<file path="config.mk">
export PLATFORM = sky130hd
export DESIGN_NAME = uart_wb_master
export DESIGN_NICKNAME = d
export VERILOG_FILES = /design/src/rtl/uart_wb_master_pkg.sv /design/src/rtl/uart_wb_master.sv
export SDC_FILE = /design/constraint.sdc
export NUM_CORES = 1
export LEC_CHECK = 0
export CAP_MARGIN = 20
export CORE_MARGIN = 1.5
export CORE_UTILIZATION = 42
export DETAILED_ROUTE_END_ITERATION = 6
export DONT_BUFFER_PORTS = 1
export HOLD_SLACK_MARGIN = 0.02
export SETUP_SLACK_MARGIN = 0.4
export SLEW_MARGIN = 20
export SYNTH_ARGS = -nofsm -noshare
export SYNTH_HDL_FRONTEND = slang
export SYNTH_SLANG_ARGS = --single-unit
</file>
<file path="constraint.sdc">
create_clock -name clk -period 6 [get_ports clk]
set_clock_uncertainty 0.2 [all_clocks]
set_input_delay 1.2 -clock clk [delete_from_list [all_inputs] [get_ports clk]]
set_output_delay 1.2 -clock clk [all_outputs]
set_load 0.1 [all_outputs]
</file>
<file path="src/rtl/uart_wb_master_pkg.sv">
// Shared command/reply codes and FSM state encoding for the uart-to-Wishbone debug bridge.
package uart_wb_master_pkg;

  localparam logic [7:0] CMD_WR  = 8'h01;
  localparam logic [7:0] CMD_RD  = 8'h02;
  localparam logic [7:0] RSP_OK  = 8'hAA;
  localparam logic [7:0] RSP_ERR = 8'hEE;

  typedef enum logic [2:0] {
    ST_IDLE,
    ST_ADDR,
    ST_DATA,
    ST_WB,
    ST_RESP,
    ST_SEND
  } state_t;

endpackage

</file>
<file path="src/rtl/uart_wb_master.sv">
// Debug bridge: parses uart byte packets into Wishbone reads/writes and sends replies back over the uart.
module uart_wb_master
  import uart_wb_master_pkg::*;
#(
  parameter int byte_timeout = 100000,
  parameter int wb_timeout   = 255
) (
  input  logic        clk,
  input  logic        reset,
  input  logic [7:0]  rx_data,
  input  logic        rx_avail,
  output logic        rx_ack,
  output logic [7:0]  tx_data,
  output logic        tx_wr,
  input  logic        tx_busy,
  output logic [31:0] wb_adr_o,
  output logic [31:0] wb_dat_o,
  input  logic [31:0] wb_dat_i,
  output logic        wb_we_o,
  output logic [3:0]  wb_sel_o,
  output logic        wb_stb_o,
  output logic        wb_cyc_o,
  input  logic        wb_ack_i,
  output logic        busy
);

  localparam int BT_W = $clog2(byte_timeout + 1);
  localparam int WT_W = $clog2(wb_timeout + 1);

  state_t            state_reg;
  logic [1:0]        byte_idx_reg;
  logic [BT_W-1:0]   byte_timer_reg;
  logic [WT_W-1:0]   wb_timer_reg;
  logic              err_reg;
  logic [31:0]       tx_shift_reg;
  logic [2:0]        tx_left_reg;
  logic              rx_ack_reg;
  logic              tx_wr_reg;
  logic [7:0]        tx_data_reg;
  logic [31:0]       adr_reg;
  logic [31:0]       dat_reg;
  logic              we_reg;
  logic              cyc_reg;
  logic              rx_take;

  // Bytes are only consumed while parsing; the cycle after an ack is blind because avail is still falling.
  assign rx_take = rx_avail && !rx_ack_reg &&
                   (state_reg == ST_IDLE || state_reg == ST_ADDR || state_reg == ST_DATA);

  always_ff @(posedge clk) begin
    if (reset) begin
      state_reg      <= ST_IDLE;
      byte_idx_reg   <= '0;
      byte_timer_reg <= '0;
      wb_timer_reg   <= '0;
      err_reg        <= 1'b0;
      tx_shift_reg   <= '0;
      tx_left_reg    <= '0;
      rx_ack_reg     <= 1'b0;
      tx_wr_reg      <= 1'b0;
      tx_data_reg    <= '0;
      adr_reg        <= '0;
      dat_reg        <= '0;
      we_reg         <= 1'b0;
      cyc_reg        <= 1'b0;
    end else begin
      rx_ack_reg <= rx_take;
      tx_wr_reg  <= 1'b0;
      unique case (state_reg)
        ST_IDLE: begin
          if (rx_take) begin
            byte_idx_reg   <= '0;
            byte_timer_reg <= '0;
            err_reg        <= 1'b0;
            if (rx_data == CMD_WR) begin
              we_reg    <= 1'b1;
              state_reg <= ST_ADDR;
            end else if (rx_data == CMD_RD) begin
              we_reg    <= 1'b0;
              state_reg <= ST_ADDR;
            end
          end
        end
        ST_ADDR, ST_DATA: begin
          if (rx_take) begin
            byte_timer_reg <= '0;
            byte_idx_reg   <= byte_idx_reg + 2'd1;
            if (state_reg == ST_ADDR) adr_reg <= {adr_reg[23:0], rx_data};
            else                      dat_reg <= {dat_reg[23:0], rx_data};
            if (byte_idx_reg == 2'd3) begin
              wb_timer_reg <= '0;
              if (state_reg == ST_ADDR && we_reg) begin
                state_reg <= ST_DATA;
              end else begin
                state_reg <= ST_WB;
                cyc_reg   <= 1'b1;
              end
            end
          end else if (byte_timer_reg == BT_W'(byte_timeout - 1)) begin
            state_reg <= ST_IDLE;
          end else begin
            byte_timer_reg <= byte_timer_reg + 1'b1;
          end
        end
        ST_WB: begin
          if (wb_ack_i) begin
            cyc_reg   <= 1'b0;
            state_reg <= ST_RESP;
            if (!we_reg) tx_shift_reg <= wb_dat_i;
          end else if (wb_timer_reg == WT_W'(wb_timeout - 1)) begin
            cyc_reg   <= 1'b0;
            err_reg   <= 1'b1;
            state_reg <= ST_RESP;
          end else begin
            wb_timer_reg <= wb_timer_reg + 1'b1;
          end
        end
        ST_RESP: begin
          if (err_reg) begin
            tx_shift_reg <= {RSP_ERR, 24'h0};
            tx_left_reg  <= 3'd1;
          end else if (we_reg) begin
            tx_shift_reg <= {RSP_OK, 24'h0};
            tx_left_reg  <= 3'd1;
          end else begin
            tx_left_reg  <= 3'd4;
          end
          state_reg <= ST_SEND;
        end
        ST_SEND: begin
          // tx_busy is not yet valid in the cycle right after a write pulse.
          if (!tx_wr_reg && !tx_busy) begin
            tx_data_reg  <= tx_shift_reg[31:24];
            tx_shift_reg <= {tx_shift_reg[23:0], 8'h00};
            tx_wr_reg    <= 1'b1;
            tx_left_reg  <= tx_left_reg - 3'd1;
            if (tx_left_reg == 3'd1) state_reg <= ST_IDLE;
          end
        end
        default: state_reg <= ST_IDLE;
      endcase
    end
  end

  assign rx_ack   = rx_ack_reg;
  assign tx_wr    = tx_wr_reg;
  assign tx_data  = tx_data_reg;
  assign wb_adr_o = adr_reg;
  assign wb_dat_o = dat_reg;
  assign wb_we_o  = we_reg;
  assign wb_sel_o = 4'hF;
  assign wb_stb_o = cyc_reg;
  assign wb_cyc_o = cyc_reg;
  assign busy     = (state_reg != ST_IDLE);

endmodule

</file>
==> results of run 1 <==
==> stage by stage <==
step | hold slack [ps] | util (%) | cells | setup WS (ps) | instance area [um^2]
floorplan | 232.1 | - | 761 | 2969 | 5996
CTS | 252.0 | 47.35 | 917 | 2627 | 6573
global route | 266.3 | 47.61 | 918 | 2548 | 6609
global placement | 236.1 | 43.29 | 885 | 2663 | 6010
detailed placement | 245.0 | 43.29 | 885 | 2614 | 6010
finish | 251.6 | 47.61 | 918 | 2651 | 6609
==> per-layer routing <==
layer	global-route usage, %	vias to the layer above	wire [um]
met3	5.669	11	791
li1	-	2562	-
met1	24.42	2388	6463
met5	0	-	0
met2	29.50	122	6875
met4	7.631	0	167
==> worst register-to-register path, delay by kind of cell (launching register included) <==
kind	cells	cell delay, ps
compound gates	1	340
flops	1	1030
simple gates	4	1560
==> power by group <==
part           internal, uW  switching (uW)
clock                   602             391
combinational          49.2             151
sequential              963            87.3
total                  1610             629
==> placed cells by master (no fill, tap or decap), types with 8 or more instances in the layout <==
cell type  instances
o21ai_1            8
o211ai_1           8
nor3_1             8
a21oi_1          110
inv_1             10
xnor2_1            8
nor2_1            42
nand2_1          198
clkbuf_16         17
a311oi_1          18
or3_1             13
nor4_1            10
or4_1              9
nand3_1           36
dfxtp_1          141
==> kinds of logic (layout without fill, tap and decap cells) <==
| logic type | Yosys count | in the layout | synth area share (%) |
|---|---|---|---|
| compound gates | 169 | 169 | 16.85 |
| xor+xnor | 9 | 9 | 1.317 |
| fa+ha+maj | 6 | 6 | 1.254 |
| buf+inv | 71 | 48 | 4.955 |
| flops | 142 | 142 | 47.50 |
| mux | 5 | 5 | 0.8363 |
| other cells | 1 | 4 | 0.06266 |
| simple gates | 355 | 355 | 27.22 |
==> final timing paths <==
check / depth (start not counted) / endpoint / from
min: 2 / tx_data[1] / tx_shift_reg[25]
min reg2reg: 2 / tx_data[1] / tx_shift_reg[25]
max reg2reg: 5 / byte_timer_reg[8] / rx_ack
max: 3 / busy / state_reg[0]
==> final cells by class <==
| class | instances | area share (%) |
|---|---|---|
| well taps | 180 | 3.408 |
| clock inverters | 9 | 1.287 |
| inverters | 10 | 0.5680 |
| flip-flops and latches | 142 | 43.03 |
| clock buffers | 23 | 7.232 |
| multi-input cells | 548 | 43.49 |
| repair buffers | 6 | 0.9845 |
==> run metrics, run 1 <==
area leader, netlist=dfxtp_1; Antenna Nets Post-Route=0; status=finished clean; Leakage=0.002063 uW; hpwl dp=between 9000 and 10,000 um; Clock Latency Late Sink=between 400 and 500 ps; Syn. warnings=0; Reg clk slew, reported paths=roughly 60 ps; count of hold-fix buffers inserted at cts=0; Horiz. Die Dim=approximately 120 um; FF+latch area=roughly 2800 um^2; post-CTS setup buffer count=0; GPL Wtd Cong=around 0.84; CTS tree=done; most common cell in the netlist=nand2_1; Slew @ Worst Pin=1086 ps; CTS Buffer Depth=2; fmax=around 300 MHz; largest net degree at the start of global routing=128; CTS sink cnt=~140; Nets=~780; total CTS buffers=17; starting density of the core=43.11%; worst-path cell chain=buf_4 -> nor3_1 -> inv_1; total die area=about 15,000 um^2; Worst Hold Class=reg2reg; Cell Pwr Density=~340 nW/um^2; Detailed Routing Iterations Pass 1=5; via count=between 5,000 and 6,000; top cell type's share of synthesized area=47.50%; Layout fillers=1,396; largest fanout on the critical path=44; top cells by count, synth=nand2_1, dfxtp_1, a21oi_1, clkbuf_1, nor2_1; Peak VDD IR=roughly 230 uV; Fin. Hold Viols=0; WP data required=4600 ps; # diodes=0; final WL=between 10,000 and 15,000 um; Site Rows=43; PortBufs=0; # IOs=127; final setup violation count=0; Seq/Total Area, Yosys=between 40% and 50%; Synth Instances=around 760; FFs w/ async S/R, synth=0%; Post-synth top flop=dfxtp_1; vias in the first global route=roughly 4,600; CP startpoint kind=flip-flop; GRT Total Usage=18.91%; Resize count post-CTS=0; Crit path largest cell delay=roughly 690 ps; htree depth=4; Netlist cell types=51; Largest delay share family, worst path=buffers and inverters; Worst path slowest cell=inv_1; P&R area growth vs syn=10.43%; syn_area_per_cell=7.895 um^2; initial antenna violation count=0; Final Power=2244 uW; Multi-input gate area=between 2000 and 3000 um^2; cell area after synthesis=between 5000 and 6000 um^2; number of synthesized flops with an enable pin=0; Slew HR=between 20% and 30%; first-pass GRT wire length=~23,000 um; Die Ht=approximately 120 um; share of layout cells above drive strength 1=6.098%; unrepaired setup endpoints after global routing=false; Period minus WS final=around 3300 ps; post-DR wirelength/cell=roughly 16 um; Max Cap Viol=0; core area=around 14,000 um^2; worst path bufs/invs=2; DRC Markers=0; Synth Register Bits=between 100 and 150; grt total ovfl=0; fin crit share=approximately 56%; WP data arrival=a little under 2000 ps; synth top area cells=dfxtp_1, nand2_1, a21oi_1; setup_tns=0 ps; initial drt markers=roughly 380; final max-slew violation count=0; Root Driver=clkbuf_16; setup slack, reg-to-reg=around 2700 ps; WS Path Type=reg2out; DR vias/cell=~5.5; critical path endpoint category=output port
Note: power is estimated with default switching activity, not from simulation.
==> inputs of run 2 (changes only) <==
--- a/config.mk
+++ b/config.mk
@@ -5,6 +5,7 @@
 export SDC_FILE = /design/constraint.sdc
 export NUM_CORES = 1
 export LEC_CHECK = 0
+export ABC_AREA = 1
 export CAP_MARGIN = 20
 export CORE_MARGIN = 1.5
 export CORE_UTILIZATION = 42
==> constraint.sdc (replaced) <==
create_clock -name clk -period 3.45 [get_ports clk]
set_clock_uncertainty 0.2 [all_clocks]
set_input_delay 0.69 -clock clk [delete_from_list [all_inputs] [get_ports clk]]
set_output_delay 0.69 -clock clk [all_outputs]
set_load 0.1 [all_outputs]
==> run metrics, run 2 <==
setup slack, reg-to-reg=950 ps (-1790 ps); Cells after DPL=1,063 (+20%); count of hold-fix buffers inserted at cts=0 (unchanged); commonest cells after routing, fill and taps aside=nor2_1, nand2_1, dfxtp_1; DRC Markers=0 (unchanged); Worst Hold Class=in2reg; FF+latch area=2844 um^2 (unchanged); Site Rows=44 (+2.3%); Detailed Routing Iterations Pass 1=4 (-1); # IOs=127 (unchanged); post-DR wirelength/cell=13.51 um (-13%); largest net degree at the start of global routing=70 (-45%); Synth Register Bits=142 (unchanged); hold slack=131.3 ps (-120.3 ps); final max-slew violation count=0 (unchanged); most common cell in the netlist=nor2_1; share of layout cells above drive strength 1=7.355% (+1.3 points); Root Driver=clkbuf_16; Max Cap Viol=0 (unchanged); PortBufs=0 (unchanged); Reg clk slew, reported paths=70 ps (about the same); Post-synth top flop=dfxtp_1; starting density of the core=43.14% (about the same); total die area=15,670 um^2 (+4.6%); Nets=949 (+22%); Peak VDD IR=372.0 uV (+63%); GRT Total Usage=19.34% (+0.43 points); Fin. Hold Viols=0 (unchanged); CTS Buffer Depth=2 (unchanged); P&R area growth vs syn=10.80%; GPL Wtd Cong=0.8402 (about the same); CTS tree=done; initial drt markers=270 (-30%); worst setup path startpoint=tx_wr; Layout fillers=1,526 (+9.3%); core area=14,530 um^2 (+4.7%); Clock Latency Late Sink=420 ps (about the same); syn_area_per_cell=6.867 um^2 (-13%); # diodes=0 (unchanged); worst setup path endpoint=tx_shift_reg[15]; htree depth=4 (unchanged); WP data required=3570 ps (-1030 ps); CP startpoint kind=flip-flop; commonest non-fill, non-tap cell in the layout=nor2_1; cell area after synthesis=6270 um^2 (+4.8%); first-pass GRT wire length=24,850 um (+10%); final setup violation count=0 (unchanged); Period minus WS final=~2500 ps; largest fanout on the critical path=33 (-25%); DR vias/cell=5.038 (-9.0%); fmax=399.2 MHz; top cells by count, synth=nor2_1, nand2_1, dfxtp_1, o21ai_0, inv_1; WS Path Type=reg2reg; Antenna Nets Post-Route=0 (unchanged); Synth Instances=913 (+20%); via count=5,517 (+8.5%); area leader, netlist=dfxtp_1; number of synthesized flops with an enable pin=0 (unchanged); WP data arrival=2630 ps (+680 ps); Resize count post-CTS=0 (unchanged); final WL=14,790 um (+3.4%); setup_tns=0 ps (unchanged); status=finished clean; Netlist cell types=34 (-33%); Horiz. Die Dim=125.2 um (+2.3%); unrepaired setup endpoints after global routing=false; Slew HR=29.87% (+2.4 points); CTS sink cnt=142 (unchanged); Leakage=0.002746 uW (+33%); R2R Path End=tx_shift_reg[15]; Syn. warnings=0 (unchanged); Seq/Total Area, Yosys=45.34% (-2.2 points); R2R depth=8 (+3); min-delay src=reset; total CTS buffers=17 (unchanged); final cell count without fillers=1,095 (+19%); Cell Pwr Density=838.0 nW/um^2 (+150%); Multi-input gate area=2977 um^2 (+3.6%); top cell type's share of synthesized area=45.34% (-2.2 points); Slew @ Worst Pin=1051 ps (-35.27 ps); fin crit share=72.60%; R2R Path Start=tx_wr; post-CTS setup buffer count=0 (unchanged); hpwl dp=9973 um (+5.6%); synth top area cells=dfxtp_1, nor2_1, nand2_1; Die Ht=125.2 um (+2.3%); critical path endpoint category=flip-flop; initial antenna violation count=0 (unchanged); FFs w/ async S/R, synth=0% (unchanged); vias in the first global route=5,046 (+10%); grt total ovfl=0 (unchanged)
==> run 2: cell types whose count changed after synthesis, sizes merged, moves of 12 or more <==
| cell | before | now |
|---|---|---|
| o21ai | 10 | 117 |
| or3 | 13 | 0 |
| nand2 | 198 | 149 |
| a21oi | 110 | 35 |
| nor2 | 42 | 264 |
| nand4 | 6 | 18 |
| inv | 10 | 60 |
| clkbuf | 44 | 28 |
| a311oi | 18 | 0 |
==> run 2: final cells by class <==
type / instances / share of cell area (%)
multi-input combinational: 664 / 42.85
timing repair buffer: 11 / 1.369
inverter: 62 / 3.350
clock buffer: 18 / 6.322
clock inverter: 14 / 1.855
tap: 184 / 3.314
sequential: 142 / 40.94
==> run 2: layer usage <==
metal,global-route usage (%),part of all wire (%)
met1,24.38,46
met2,30.05,45
met3,6.290,7.1
met4,9.024,2.5
met5,0,0
==> run 2: kinds of logic (layout without fill, tap and decap cells) <==
| kind of cell | after synthesis | after routing | synth area share [%] |
|---|---|---|---|
| and+or+nand+nor | 486 | 486 | 31.75 |
| AOI/OAI and AO/OA | 160 | 160 | 13.17 |
| DFF | 142 | 142 | 45.34 |
| buffers and inverters | 110 | 105 | 7.364 |
| xor gates and xnor gates | 8 | 8 | 1.118 |
| adders and majority gates | 6 | 6 | 1.197 |
| other | 1 | 4 | 0.05981 |
==> run 2: critical path, stage by stage, from the launching register on <==
cell     delay [ps]
dfxtp_1         300
buf_4           280
nor2_1          110
nand2_1         260
nand2_1         110
nand2_2         460
inv_2           400
nor2_1          180
nor2_1           60
==> run 2: report_power, final <==
part	total, uW	internal (uW)	switching (uW)
clock	1770	1020	748
sequential	3130	1960	1170
combinational	927	303	623
==> run 2: worst min-delay path by stage <==
| stage | endpoint | slack, ps | depth (start not counted) |
|---|---|---|---|
| CTS | byte_timer_reg[14] | 110 | 1 |
| global route | tx_left_reg[2] | 110 | 1 |
| floorplan | byte_timer_reg[4] | 230 | 2 |
| detailed placement | byte_timer_reg[2] | 260 | 2 |
| finish | byte_timer_reg[14] | 130 | 1 |
| global placement | byte_timer_reg[2] | 250 | 2 |
==> run 2: metrics by stage <==
step | setup WS, ps | cell area [um^2] | total power [uW] | utilization (%)
6_report | 945.2 | 6947 | 5821 | 47.80
5_1_grt | 667.4 | 6947 | 6115 | 47.80
4_1_cts | 922.1 | 6947 | 5875 | 47.80
3_5_place_dp | 794.6 | 6379 | 4093 | 43.89
3_3_place_gp | 833.8 | 6379 | 4080 | 43.89
2_1_floorplan | 1147 | 6281 | 3888 | -
==> inputs of run 3 (changes only) <==
==> constraint.sdc (replaced) <==
create_clock -name clk -period 2.1 [get_ports clk]
set_clock_uncertainty 0.2 [all_clocks]
set_input_delay 0.42 -clock clk [delete_from_list [all_inputs] [get_ports clk]]
set_output_delay 0.42 -clock clk [all_outputs]
set_load 0.1 [all_outputs]
==> run metrics, run 3 (synthesis results as in run 2) <==
status=finished, violations left; failing checks=hold timing; critical path endpoint category=output port; Horiz. Die Dim=125.2 um (unchanged); initial drt markers=401 (+49%); share of layout cells above drive strength 1=27.97% (+21 points); Fin. Hold Viols=19 (+19); core area=14,530 um^2 (unchanged); count of hold-fix buffers inserted at cts=8 (+8); first-pass GRT wire length=27,430 um (+10%); starting density of the core=43.14% (unchanged); hold slack=-154.1 ps (-285.5 ps); Antenna Nets Post-Route=0 (unchanged); Worst Hold Class=in2reg; CTS Buffer Depth=2 (unchanged); grt total ovfl=0 (unchanged); commonest cells after routing, fill and taps aside=nor2_1, dfxtp_1, nand2_1; CTS sink cnt=142 (unchanged); DR vias/cell=5.034 (about the same); worst-path cell chain=buf_6 -> nor2_4 -> nand2_4 -> buf_12; CP startpoint kind=flip-flop; CTS tree=done; fmax=~530 MHz; Cells after DPL=1,151 (+8.3%); Period minus WS final=roughly 1900 ps; Psw=4560 uW (+80%); setup ws final=213.8 ps (-731.4 ps); GPL Wtd Cong=0.8933 (+6.3%); total die area=15,670 um^2 (unchanged); Largest delay share family, worst path=flip-flops; PortBufs=0 (unchanged); Nets=1,082 (+14%); clock share of power=30.2% (-0.2 points); vias in the first global route=5,668 (+12%); cell-internal power=6686 uW (+100%); final cell count without fillers=1,228 (+12%); Leakage=0.003754 uW (+37%); switching share of power=40.54% (-3.0 points); P&R area growth vs syn=43.40%; Cell Pwr Density=1251 nW/um^2 (+49%); Clock Latency Late Sink=430 ps (about the same); final WL=17,580 um (+19%); hpwl dp=10,310 um (+3.4%); # diodes=0 (unchanged); initial antenna violation count=0 (unchanged); Root Driver=clkbuf_16; Reg clk slew, reported paths=60 ps (about the same); Comb pwr share=38.0% (+22 points); Max Cap Viol=0 (unchanged); Site Rows=44 (unchanged); post-layout util=61.86% (+14 points); GRT Total Usage=21.35% (+2.0 points); setup_tns=0 ps (unchanged); Crit path largest cell delay=340 ps (-120 ps); via count=6,182 (+12%); total CTS buffers=17 (unchanged); Worst path slowest cell=dfxtp_2; unrepaired setup endpoints after global routing=true; worst path bufs/invs=2 (unchanged); final max-slew violation count=0 (unchanged); largest fanout on the critical path=3 (-91%); WS Path Type=reg2out; largest net degree at the start of global routing=37 (-47%); final setup violation count=0 (unchanged); post-DR wirelength/cell=14.32 um (+6.0%); pre-CTS setup slack=-44.86 ps (-839.5 ps); WP data arrival=1270 ps (-1360 ps); commonest non-fill, non-tap cell in the layout=nor2_1; Die Ht=125.2 um (unchanged); DRC Markers=0 (unchanged); fin crit share=about nine tenths; WP data required=1480 ps (-2090 ps); Peak VDD IR=632.2 uV (+70%); htree depth=4 (unchanged); Detailed Routing Iterations Pass 1=5 (+1); # IOs=127 (unchanged); sequential share of power=31.7% (-22 points)
[run 3: metal layers]
metal | GRT usage (%) | vias up | part of all wire (%)
met3 | 6.846 | 28 | 6.9
met1 | 26.94 | 2779 | 44
met2 | 34.62 | 204 | 48
met4 | 7.086 | 0 | 1.6
li1 | - | 3171 | -
met5 | 0 | - | 0
[run 3: repair_timing]
item / CTS / global route
endpoints found under the hold margin: 38 / 19
pin swaps: 8 / 32
setup buffers: 12 / 22
endpoints found under the setup margin: 124 / 161
gates resized for setup: 74 / 161
gates cloned: 1 / 2
[run 3: metrics by stage]
step / instance area (um^2) / power (uW)
floorplan: 6369 / 6431
global placement: 7097 / 7063
detailed placement: 7097 / 7102
CTS: 8244 / 10850
global route: 8991 / 11770
finish: 8991 / 11250
[run 3: final timing paths]
check	from	to	slack [ps]	cells after the start
hold / removal	reset	byte_timer_reg[1]	-150	1
setup / recovery	state_reg[2]	busy	210	4
setup reg to reg	state_reg[0]	state_reg[1]	240	12
hold reg to reg	byte_idx_reg[0]	byte_idx_reg[0]	270	1
[run 3: layout make-up]
| type | instances | area [um^2] |
|---|---|---|
| repair inverters | 1 | 8.758 |
| flip-flops and latches | 142 | 2884 |
| clock inverters | 14 | 227.7 |
| multi-input cells | 665 | 3398 |
| fillers | 1269 | 5543 |
| clock buffers | 18 | 439.2 |
| well taps | 184 | 230.2 |
| repair buffers | 142 | 1508 |
| inverters | 62 | 295.3 |
[run 3: power by group through the flow]
stage                     sequential (uW)  combinational, uW  clock [uW]
final                                3570               4280        3400
after floorplan                      5070               1360           0
after detailed placement             3560               3540           0
after global placement               3550               3520           0
after global routing                 3640               4550        3580
after CTS                            3530               3870        3460
